--- src/rtl/ifu_pkg.sv ---
// Shared types and constants for the instruction-fetch unit.
// Provides the fetch FSM state enum, fault cause codes and bus response codes.
package ifu_pkg;

    typedef enum logic [2:0] {
        IDLE,
        ADDR,
        DATA,
        HOLD,
        WAIT_PC
    } ifu_state_e;

    localparam logic       CAUSE_MISALIGN = 1'b0;
    localparam logic       CAUSE_ACCESS   = 1'b1;
    localparam logic [1:0] RESP_OKAY      = 2'b00;

endpackage

--- src/rtl/ifu_fetch.sv ---
// Instruction-fetch stage: fetches one instruction at the writeback PC.
// Ports: sys_clk/sys_rst, pc/pc_upd from writeback, AR/R read bus, inst_* to decode.
module ifu_fetch
    import ifu_pkg::*;
#(
    parameter int ADDR_W  = 32,
    parameter int DATA_W  = 32,
    parameter int TIMEOUT = 255
) (
    input  logic              sys_clk,
    input  logic              sys_rst,
    input  logic [ADDR_W-1:0] pc,
    input  logic              pc_upd,
    output logic [ADDR_W-1:0] araddr,
    output logic              arvalid,
    input  logic              arready,
    input  logic [DATA_W-1:0] rdata,
    input  logic [1:0]        rresp,
    input  logic              rvalid,
    output logic              rready,
    output logic [DATA_W-1:0] inst,
    output logic [ADDR_W-1:0] inst_pc,
    output logic              inst_fault,
    output logic              inst_cause,
    output logic              inst_valid,
    input  logic              inst_ready
);

    localparam int CNT_W = $clog2(TIMEOUT + 1);
    localparam logic [CNT_W-1:0] CNT_LAST = CNT_W'(TIMEOUT - 1);

    ifu_state_e       state;
    logic [CNT_W-1:0] cnt;
    // sticky: pc_upd seen during the decode handshake
    // pend:   pc_upd seen in WAIT_PC; new pc is valid next cycle
    logic             sticky;
    logic             pend;
    logic             launch;

    assign launch = (state == IDLE) || (state == WAIT_PC && pend);

    always_ff @(posedge sys_clk or posedge sys_rst) begin
        if (sys_rst) begin
            state      <= IDLE;
            cnt        <= '0;
            sticky     <= 1'b0;
            pend       <= 1'b0;
            araddr     <= '0;
            arvalid    <= 1'b0;
            rready     <= 1'b0;
            inst       <= '0;
            inst_pc    <= '0;
            inst_fault <= 1'b0;
            inst_cause <= 1'b0;
            inst_valid <= 1'b0;
        end else if (launch) begin
            inst_pc <= pc;
            sticky  <= 1'b0;
            pend    <= 1'b0;
            if (pc[1:0] != 2'b00) begin
                inst       <= '0;
                inst_fault <= 1'b1;
                inst_cause <= CAUSE_MISALIGN;
                inst_valid <= 1'b1;
                state      <= HOLD;
            end else begin
                araddr  <= pc;
                arvalid <= 1'b1;
                state   <= ADDR;
            end
        end else begin
            unique case (state)
                ADDR: begin
                    if (arready) begin
                        arvalid <= 1'b0;
                        rready  <= 1'b1;
                        cnt     <= '0;
                        state   <= DATA;
                    end
                end
                DATA: begin
                    if (rvalid) begin
                        rready     <= 1'b0;
                        inst_valid <= 1'b1;
                        state      <= HOLD;
                        if (rresp == RESP_OKAY) begin
                            inst       <= rdata;
                            inst_fault <= 1'b0;
                        end else begin
                            inst       <= '0;
                            inst_fault <= 1'b1;
                            inst_cause <= CAUSE_ACCESS;
                        end
                    end else if (cnt == CNT_LAST) begin
                        // timed out: report as an access fault
                        rready     <= 1'b0;
                        inst       <= '0;
                        inst_fault <= 1'b1;
                        inst_cause <= CAUSE_ACCESS;
                        inst_valid <= 1'b1;
                        state      <= HOLD;
                    end else begin
                        cnt <= cnt + CNT_W'(1);
                    end
                end
                HOLD: begin
                    if (inst_ready) begin
                        inst_valid <= 1'b0;
                        sticky     <= pc_upd;
                        state      <= WAIT_PC;
                    end
                end
                WAIT_PC: begin
                    if (pc_upd || sticky) begin
                        pend   <= 1'b1;
                        sticky <= 1'b0;
                    end
                end
                default: state <= IDLE;
            endcase
        end
    end

endmodule

--- config.mk ---
export PLATFORM = sky130hd
export DESIGN_NAME = ifu_fetch
export DESIGN_NICKNAME = d
export VERILOG_FILES = /design/src/rtl/ifu_pkg.sv /design/src/rtl/ifu_fetch.sv
export SDC_FILE = /design/constraint.sdc
export NUM_CORES = 1
export LEC_CHECK = 0
export ABC_AREA = 1
export CORE_AREA = 3 3 99 101
export DETAILED_ROUTE_END_ITERATION = 8
export DIE_AREA = 0 0 102 104
export DONT_BUFFER_PORTS = 1
export GPL_TIMING_DRIVEN = 0
export MAX_ROUTING_LAYER = met4
export PLACE_DENSITY = 0.71
export RECOVER_POWER = 50
export SLEW_MARGIN = 30
export SYNTH_ARGS = -nofsm -noshare
export SYNTH_HDL_FRONTEND = slang
export SYNTH_SLANG_ARGS = --single-unit
--- constraint.sdc ---
create_clock -name sys_clk -period 4.1 [get_ports sys_clk]
set_input_delay 0.615 -clock sys_clk [delete_from_list [all_inputs] [get_ports sys_clk]]
set_output_delay 0.615 -clock sys_clk [all_outputs]
set_load 0.005 [all_outputs]
After elaboration in Yosys (flattened, before gate mapping)
Cells that the tools add are included.
{ "totals": {"input_bits": 72, "word_cells": 104, "output_inout_bits": 101, "register_bits": 114} }
{ "classes": {"add_sub_neg": 1, "reduce_logical": 25, "mux": 47, "bitwise": 2, "n_eq_ne": 17} }
{ "op_table": {"columns": ["cell", "n"], "rows": [
  ["$mux 32", 6],
  ["$mux 1", 27],
  ["$mux 8", 3],
  ["$pmux 8 s2", 1],
  ["$reduce_and 4->1", 4],
  ["$mux 3", 5],
  ["$reduce_bool 2->1", 7],
  ["$ne 3x3->1 const B", 4],
  ["$pmux 3 s4", 1],
  ["$ne 2x2->1 const B", 5],
  ["$reduce_and 3->1", 3],
  ["$reduce_bool 3->1", 3],
  ["$add 8x1->8 const B", 1],
  ["$eq 8x8->1 const B", 1],
  ["$eq 3x2->1 const B", 2],
  ["$pmux 1 s2", 3],
  ["$reduce_and 5->1", 1],
  ["$ne 4x4->1 const B", 1],
  ["$reduce_and 2->1", 2],
  ["$eq 3x1->1 const B", 1],
  ["$eq 3x3->1 const B", 1],
  ["$logic_not 3->1", 1],
  ["$ne 3x2->1 const B", 1],
  ["$logic_not 2->1", 1],
  ["other kinds (5)", 7]
]} }

Longest topological paths before layout
Gate-level depths: netlist (run 1).
{ "depth": {"word_depth": 5, "depth_mapped": 11, "ltp_nobuf": 10} }

Worst setup path after synthesis (run 1)
No wires, ideal clock.
{ "synth_timing": {"kind": "input -> register", "start": "in rvalid", "end": "reg inst[10]", "path_buffers": 3, "cell_stages": 8, "setup_ps": 118, "setup_slack_ps": 2522, "required_time_ps": 3982, "arrival_time_ps": 1459, "cell_sequence": "clkbuf_1 > inv_1 > nand3_4 > nand2_4 > buf_6 > buf_6 > nand2_1 > o21ai_2"} }
{ "synth_via": {"elab_chain_len": 3, "elab_cells_between_ends": 5, "cone_classes": "mux (3); reduce/logical (2)"} }
{ "synth_lines": {"columns": ["element", "line_no", "text"], "rows": [
  ["from (decl)", "ifu_fetch.sv:19", "input logic rvalid,"],
  ["$mux 32", "ifu_fetch.sv:82", "if (rvalid) begin"],
  ["$mux 32", "ifu_fetch.sv:72", "unique case (state)"],
  ["$mux 32", "ifu_fetch.sv:56", "end else if (launch) begin"],
  ["to (signal assigned)", "ifu_fetch.sv:87", "inst <= rdata;"],
  ["to (decl)", "ifu_fetch.sv:21", "output logic [DATA_W-1:0] inst,"]
]} }
Parallel ways exist; a longest one is shown, timed or not. The select of a mux whose other input is x is not followed.
A chain may end at the register's enable or synchronous reset.

==> summary by stage, run 1 <==
Outcome
The flow ran to the end, but the final reports show violations. The final reports fail on capacitance limit, slew limit.

Global route
The pin count of the biggest net entering global routing is 73. After global routing the overflow that remains totals 0. The initial antenna violation count is 0. The global-route wire length before repair is 19000 microns. The via count of the first global-routing pass is roughly 3.9k. For this run, the total global-route usage over all layers was measured as a little under a quarter.

Flow run
The number of max-cap violations is 1.

Setup path
The worst setup path is launched from an input pin. The data required time at the worst endpoint is roughly 4.8 ns. At the worst endpoint, the arrival time is ~2.8 ns.

The setup path with the least slack is of type in -> async. In this run the worst path has a maximum fanout of 72. The worst setup path is captured at an async pin.

Power and ir drop
Registers are responsible for 41.6% of the overall power. The worst ir drop on vdd is about 400 uV. For this design the total switching power over the nets is between 1.5 and 2 mW. The total chip power is 4.75 mW. Internal power comes to 2.93 mW. In this run, the combinational gates consume 28.6% of the power. The clock network power share is 29.8%.

The leakage power is between 2 and 3 nW. The switching part of the total is roughly two fifths. For this design the ratio of total power to cell area is between 800 and 900 mW/mm^2.

Timing
The number of slew-limit violations in the final report came to 43. Hold is met by 0.210 ns. Setup repair after global routing left no endpoint under its margin. The share of the clock period used by the worst path is between 50% and 60%. Timing would allow up to around 470 MHz. The number of endpoints with negative hold slack in the final report is 0. The worst pin sits at a relative slew slack of -34.3%. The final setup violation count is 0. The post-layout worst setup margin is ~2.0 ns. The transition time of the tightest slew-check pin is roughly 2 ns. Clock skew on the completed layout was measured at about 0.021 ns. The clock period could shrink to between 2 and 2.5 ns.

Drt
The wire length reported by the detailed router is ~12000 microns. The residual antenna-violating net count after detailed routing is 0. The DRC violation total after the first TritonRoute iteration is 193. The number of iterations in the first detailed-routing pass is 4. For this run, design rule violations remaining after detail routing come to 0. Dividing the detail-routed wire length by the instance count gives 17.6 microns. The via count is approximately 3.6k. The via density per instance is 5.57.

Final layout
After the last flow step, the layout net total stands at approximately 600. The antenna diode count is 0. The filler cells instantiated in the layout total just under 800. Of the cells placed in the final design, the portion with a size suffix greater than 1 is around 15%. Cells fill about three fifths of the core in the end. The post-synthesis to final-layout area growth is 15.2%.

Place
In this run the tool buffered the top-level ports with 0 buffer cells. Prior to clock tree synthesis, the placed netlist has a worst setup slack of 2.26 ns. Detailed placement finished with a half-perimeter wire length of 8130 microns. The last weighted congestion value of the routability-driven placer is about 0.85.

Hold path
The tightest min-delay check is of the in -> reg type.

Clocking
Clock tree synthesis inserted a total of 17 buffers. The number of buffers inserted by hold repair at cts is 1. Clock latency on the worst-skew pair, taken at its later pin, is a little over 0.5 ns. The tree built by TritonCTS fans out to 114 sinks. The number of setup buffers added after CTS is 0. The H-tree was split into 4 levels. Clock tree synthesis selected as its root buffer the cell sky130_fd_sc_hd__clkbuf_8. The TritonCTS clock tree is done. The clock slew at the register clock pins of the worst setup and hold paths is roughly 0.06 ns. The number of resized instances in the post-cts repair step is 0.

The longest clock path from root to sink contains 2 buffers.

Die
The die covers 0.0106 sq mm. In this run the horizontal extent of the chip is 102 microns. The floorplan has 35 rows. The core region is about 0.0091 sq mm.

The starting density of the core is between 50 and 60%. The die boundary height is roughly 100 microns. The number of ports placed on the die boundary is about 170.

Yosys
The share of synthesized area occupied by flip-flops and latches is between 50% and 60%. The post-synthesis cell type count is 27. The synthesized netlist devotes 10.8% of its cell area to compound gates. The arithmetic-cell share of the synthesized area counting full adders, half adders and majority gates is 0.515%. The count of synthesis-stage warnings from yosys is 0. The post-synthesis sequential element count is approximately 110. The synthesized netlist occupies a cell area of just under 0.005 sq mm.

Multiplexer cells account for 0% of the synthesized area. After technology mapping, the gate count stands at ~510. The fraction of synthesized cell area in xor and xnor cells is less than 1%. After synthesis, the largest family of logic cells by area is simple AND/OR/NAND/NOR gates. A synthesized cell averages around 9.6 sq um. The net count of the mapped netlist is roughly 580. The area fraction in and, or, nand and nor cells after synthesis is between 20% and 30%.
cells in the final DEF, fill, tap and decap left out, types with 2 or more instances in the layout:
master,n
sky130_fd_sc_hd__buf_4,4
sky130_fd_sc_hd__nor2_2,2
sky130_fd_sc_hd__ha_1,2
sky130_fd_sc_hd__nand4_1,35
sky130_fd_sc_hd__inv_6,6
sky130_fd_sc_hd__nand2_1,110
sky130_fd_sc_hd__a2bb2oi_1,24
sky130_fd_sc_hd__xnor2_1,3
sky130_fd_sc_hd__nor2_4,3
sky130_fd_sc_hd__clkbuf_16,16
sky130_fd_sc_hd__buf_6,6
sky130_fd_sc_hd__o21ai_2,14
sky130_fd_sc_hd__o21ai_0,12
sky130_fd_sc_hd__nand2_2,4
sky130_fd_sc_hd__dfrtp_1,114
sky130_fd_sc_hd__clkbuf_1,11
sky130_fd_sc_hd__inv_8,2
sky130_fd_sc_hd__inv_1,26
sky130_fd_sc_hd__clkbuf_8,2
sky130_fd_sc_hd__nor2_1,80
sky130_fd_sc_hd__nand3_1,15
sky130_fd_sc_hd__inv_2,2
sky130_fd_sc_hd__buf_2,9
sky130_fd_sc_hd__o21ai_1,24
sky130_fd_sc_hd__clkinvlp_4,4
final timing paths:
kind                          start     endpoint  slack, ns  cells after the start
min in group asynchronous   sys_rst      inst[6]       1.10                      2
min                           pc[1]   inst_pc[1]       0.21                      2
max                         sys_rst   araddr[24]       1.98                      3
max reg2reg                state[0]  inst_pc[14]       2.24                      8
min reg2reg                  sticky       sticky       0.49                      2
max in group sys_clk       state[0]  inst_pc[14]       2.24                      8
power groups by stage:
stage / sequential, mW / combinational (mW) / clock (mW)
floorplan: 1.86 / 1.10 / 0
global placement: 1.99 / 1.32 / 0
CTS: 1.98 / 1.38 / 1.43
detailed placement: 1.98 / 1.39 / 0
global route: 2.03 / 1.56 / 1.49
finish: 1.98 / 1.36 / 1.41
Yosys cell counts:
cell type / count / area [sq um]
sky130_fd_sc_hd__or2_0: 1 / 6.26
sky130_fd_sc_hd__nand2_4: 1 / 11.3
sky130_fd_sc_hd__xor2_1: 1 / 8.76
sky130_fd_sc_hd__inv_2: 2 / 7.51
sky130_fd_sc_hd__nand3_1: 15 / 75.1
sky130_fd_sc_hd__nand3_4: 1 / 17.5
sky130_fd_sc_hd__nand2_2: 4 / 25.0
sky130_fd_sc_hd__clkbuf_1: 10 / 37.5
sky130_fd_sc_hd__nor2_1: 79 / 297
sky130_fd_sc_hd__inv_1: 27 / 101
sky130_fd_sc_hd__buf_2: 10 / 50.1
sky130_fd_sc_hd__o21ai_2: 14 / 123
sky130_fd_sc_hd__o21ai_1: 24 / 120
sky130_fd_sc_hd__ha_1: 2 / 25.0
sky130_fd_sc_hd__xnor2_1: 3 / 26.3
sky130_fd_sc_hd__dfrtp_1: 114 / 2850
sky130_fd_sc_hd__nand2_1: 110 / 413
sky130_fd_sc_hd__buf_6: 6 / 67.6
sky130_fd_sc_hd__o21ai_0: 12 / 60.1
sky130_fd_sc_hd__o21bai_1: 1 / 7.51
sky130_fd_sc_hd__nor2_2: 2 / 12.5
sky130_fd_sc_hd__nor2_4: 4 / 45.0
sky130_fd_sc_hd__buf_4: 4 / 30.0
sky130_fd_sc_hd__nand3b_1: 1 / 7.51
sky130_fd_sc_hd__a2bb2oi_1: 24 / 210
sky130_fd_sc_hd__o22ai_1: 1 / 6.26
sky130_fd_sc_hd__nand4_1: 35 / 219
metal layers:
metal	vias up	GRT usage, %	wire length [microns]
met2	153	34.5	5530
met5	-	-	0
met3	12	8.85	1160
met1	1748	29.0	4720
met4	0	7.97	100
li1	1721	-	-
critical path, cell delays in order:
cell	delay (ns)
sky130_fd_sc_hd__dlygate4sd3_1	0.55
sky130_fd_sc_hd__clkinvlp_2	1.16
sky130_fd_sc_hd__buf_16	0.38
per-stage QoR:
step | area [sq um] | cells | TNS (ns)
after floorplan | 4860 | 508 | 0
after global placement | 5000 | 619 | -70.66
after detailed placement | 5040 | 620 | 0
after CTS | 5620 | 653 | 0
after global routing | 5600 | 653 | 0
final | 5600 | 653 | 0
state kept, by name (all words and copies together), names as in the netlist:
| name | cells |
|---|---|
| inst_cause | 1 |
| inst_fault | 1 |
| inst_valid | 1 |
| inst_pc | 32 |
| rready | 1 |
| cnt | 8 |
| inst | 32 |
| pend | 1 |
| state | 3 |
| araddr | 32 |
| arvalid | 1 |
| sticky | 1 |
kinds of logic (layout without fill, tap and decap cells):
logic type / after synthesis / in the layout
flops: 114 / 114
fa+ha+maj: 2 / 2
simple gates: 253 / 253
buf+inv: 59 / 93
xor+xnor: 4 / 4
compound gates: 76 / 76
final cells by class:
cell class | instances | area (sq um) | share of cell area (%)
multi-input cells | 335 | 1710 | 30.5
clock buffers | 18 | 428 | 7.64
repair buffers | 2 | 37.5 | 0.670
inverters | 29 | 110 | 1.97
plain buffers | 30 | 184 | 3.28
well taps | 111 | 139 | 2.48
clock inverters | 14 | 144 | 2.57
flip-flops and latches | 114 | 2850 | 50.9
Note: power is estimated with default switching activity, not from simulation.
==> run 2, diff against run 1 <==
Clock period 4.1 ns to 2.1 ns, I/O delays scaled along.
==> run 2 against run 1 <==
  * The run now ends clean
  * Register-to-register slack got worse by 2.0 ns
  * Clock power rose by 100%
  * Final area grew 12%
  * Via count rose by 11%
  * Power increased by 100%
  * Combinational power is 110% higher
  * Critical path depth grew 5
  * Sequential power is 95% higher
  * Hold slack got worse by 0.19 ns
  * Clock skew shrank 0.013 ns
  * Global-route usage grew 2.3 points
  * Critical endpoint is now inst_pc[16]
  * Largest cell class unchanged
  * Highest routed layer unchanged
==> summary by stage, run 2 (same netlist as run 1, synthesis figures left out) <==
Outcome
The flow ran to the end, and the final reports show no timing, DRC or antenna violations.

Timing
Counting I/O delays and the setup requirement, the final critical path takes 1.90 ns. The worst clock skew is 0.00795 ns. Setup repair after global routing left no endpoint under its margin. Of the available clock period, the critical path in the final layout requires ~90%. For this run, the top clock speed supported by timing is 525 MHz. The number of slew-limit violations in the final report came to 0. The worst pin sits at a relative slew slack of 47.7%.

The final setup violation count is 0. For the pin with the worst max-slew slack, the measured transition is roughly 0.8 ns. The number of endpoints with negative hold slack in the final report is 0.

Power and ir drop
The clock network accounts for 30.0% of the total power. Per report_power, the combinational group accounts for 29.5% of the total. In this run, flip-flops and latches consume 40.5% of the power.

The power density over the cells is ~1500 mW/mm^2. The leakage power is between 2 and 3 nW. The net switching power is between 3 and 4 mW. The total chip power is around 9.6 mW. Net switching is between 30 and 40% of the power. The internal portion of the total power is roughly 5.9 mW. Across the VDD grid, the largest voltage drop is around 820 uV.

Drt
After the first detailed-routing iteration, the DRC count stood at approximately 230. The detailed-route DRC error count is 0. The final layout contains routed wiring with a total length of 12900 microns. The via count is 4032. The first detailed-routing pass ran for 4 iterations.

The residual antenna-violating net count after detailed routing is 0. Using the TritonRoute via totals, the vias-per-cell ratio works out to 5.61. The wire length per cell is roughly 18 microns.

Hold path
The worst hold-check path type is in -> reg. The cell depth of the worst min-delay path is 2.

Die
The floorplan step set the die width to a little over 100 microns. Once the floorplan was initialized, standard cells occupied 53.4% of the core. The floorplan step defined a die boundary enclosing about 0.011 sq mm. The total area inside the core boundary comes to ~0.0091 sq mm. After floorplanning, the core was divided into 35 placement rows. The die boundary height is between 100 and 150 microns. The number of ports placed on the die boundary is approximately 170.

Final layout
Leaving out fill and tap cells, the most frequent cell in the layout is sky130_fd_sc_hd__dfrtp_1. Across the whole layout, storage elements account for roughly 0.0029 sq mm. The area growth from synthesis to layout is 29.3%. The layout cell share with drive strength beyond 1 is between 10% and 20%. The non-filler instance count after layout is 719. The antenna diode count is 0. After filler insertion, the fill cell instance count of the layout stands at about 670. The top cell types in the final layout, fill and taps aside, are sky130_fd_sc_hd__dfrtp_1 (114), sky130_fd_sc_hd__nand2_1 (110), sky130_fd_sc_hd__nor2_1 (80), sky130_fd_sc_hd__dlygate4sd3_1 (64), sky130_fd_sc_hd__nand4_1 (35). The area of all placed cells without fillers is 0.00629 sq mm.

The total number of nets in the final design is around 670. The footprint of the multi-input gates is 0.00171 sq mm. The largest registers in the layout are araddr: 32 flops, inst: 32 flops, inst_pc: 32 flops.

Global route
Global routing used ~25% of the available tracks across all layers. The pin count of the biggest net entering global routing is 30. The first global-routing pass estimated between 20000 and 25000 microns of wire.

The via count of the first global-routing pass is ~4.2k. The initial antenna violation count is 0. For this run the aggregate overflow at the end of global routing stands at 0.

Setup path
The worst-path cell with the longest stage delay is sky130_fd_sc_hd__dfrtp_1. The critical path crosses 8 cells after its start point. Walking the worst path, the cells encountered are buf_2, nor2_1, nand2_2, buf_6, inv_2, buf_4, nor2_1, nor2_1.

The nature of the critical path startpoint is a flip-flop. In this run the worst path has a maximum fanout of 10. The worst register-to-register path has a depth of 8. For the worst setup path, the data required time is 2.52 ns.

The type of destination of the critical path is a flip-flop. Broken down by cell family, the worst path's largest delay share belongs to buffers and inverters. The number of buffer and inverter instances along the worst setup path is 4.

Counting stages on the worst path, the most repeated cell is sky130_fd_sc_hd__nor2_1. The delay contributed by the slowest stage of the critical path is around 0.36 ns. The worst setup path is of the reg -> reg kind. Data arrives at the worst endpoint at between 2 and 2.5 ns.

Clocking
The number of buffers added by the clock tree synthesis step is 17. The clock reaches the later pin of the worst-skew pair after 0.51 ns. The TritonCTS clock tree is done. The clock passes through at most 2 buffers.

The number of levels the H-tree was split into is 4. The clock slew at the register clock pins of the worst setup and hold paths is ~0.06 ns. The clock sink count is between 100 and 150. The tree is rooted in a sky130_fd_sc_hd__clkbuf_8.

Place
The estimated wirelength of the detail-placed design is around 8700 microns. At the end of routability-driven placement, the weighted congestion stood at 0.805. Buffers placed on the I/O ports in this run total 0.

The number of placed instances, taps included, is around 620. After detailed placement, the total cell area comes to ~0.0051 sq mm.

Flow run
The number of max-cap violations is 0.
## run 2: power by group through the flow
stage / clock (mW) / sequential (mW) / combinational [mW]
4_1_cts: 2.90 / 3.88 / 2.83
2_1_floorplan: 0 / 3.64 / 2.15
3_5_place_dp: 0 / 3.89 / 2.72
3_3_place_gp: 0 / 3.88 / 2.57
5_1_grt: 3.01 / 3.98 / 3.20
6_report: 2.86 / 3.87 / 2.82
## run 2: final timing paths
kind	slack, ns	to	from
hold reg to reg	0.50	sticky	sticky
hold / removal	0.02	inst[5]	rdata[5]
min in group asynchronous	0.39	inst[6]	sys_rst
setup reg to reg	0.20	inst_pc[16]	state[0]
max in group asynchronous	0.32	inst_pc[30]	sys_rst
setup / recovery	0.20	inst_pc[16]	state[0]
## run 2: metal layers
metal / share of wire (%) / vias to the layer above / track usage (%)
li1: - / 1863 / -
met1: 39 / 1933 / 29.7
met2: 49 / 205 / 39.7
met3: 9.4 / 31 / 9.19
met4: 2.6 / 0 / 10.3
met5: 0 / - / -
## run 2: worst register-to-register path, cell delays in order, from the launching register on
cell	delay, ns
sky130_fd_sc_hd__dfrtp_1	0.36
sky130_fd_sc_hd__buf_2	0.17
sky130_fd_sc_hd__nor2_1	0.32
sky130_fd_sc_hd__nand2_2	0.18
sky130_fd_sc_hd__buf_6	0.19
sky130_fd_sc_hd__inv_2	0.17
sky130_fd_sc_hd__buf_4	0.22
sky130_fd_sc_hd__nor2_1	0.06
sky130_fd_sc_hd__nor2_1	0.16
## run 2: through the flow
stage	setup TNS [ns]	utilization (%)	setup slack, ns	hold slack, ns
after CTS	0	69.5	0.373	0.000534
after floorplan	0	-	0.400	0.425
after global placement	-17.17	54.9	-0.155	0.427
final	0	69.0	0.196	0.0160
after global routing	0	69.0	0.123	0.00911
after detailed placement	0	55.9	0.408	0.196
## run 2: what timing repair did
item	in CTS	in global routing
resized for setup	0	0
setup buffers	0	0
hold buffers	64	0
hold endpoints to repair	151	0
## run 2: area by class of cell
| cell class | instances | area share (%) |
|---|---|---|
| Buffer | 30 | 2.95 |
| Clock buffer | 18 | 6.81 |
| Clock inverter | 14 | 2.63 |
| Inverter | 29 | 1.75 |
| Multi-Input combinational cell | 335 | 27.2 |
| Sequential cell | 114 | 45.4 |
| Tap cell | 111 | 2.21 |
| Timing Repair Buffer | 68 | 11.1 |
==> run 3, diff against run 2 <==
Settings changed: CTS_CLUSTER_SIZE from default to 20, TNS_END_PERCENT from default to 50.
==> results of run 3 <==
Final layout, timing and power as in run 2 (identical DEF).
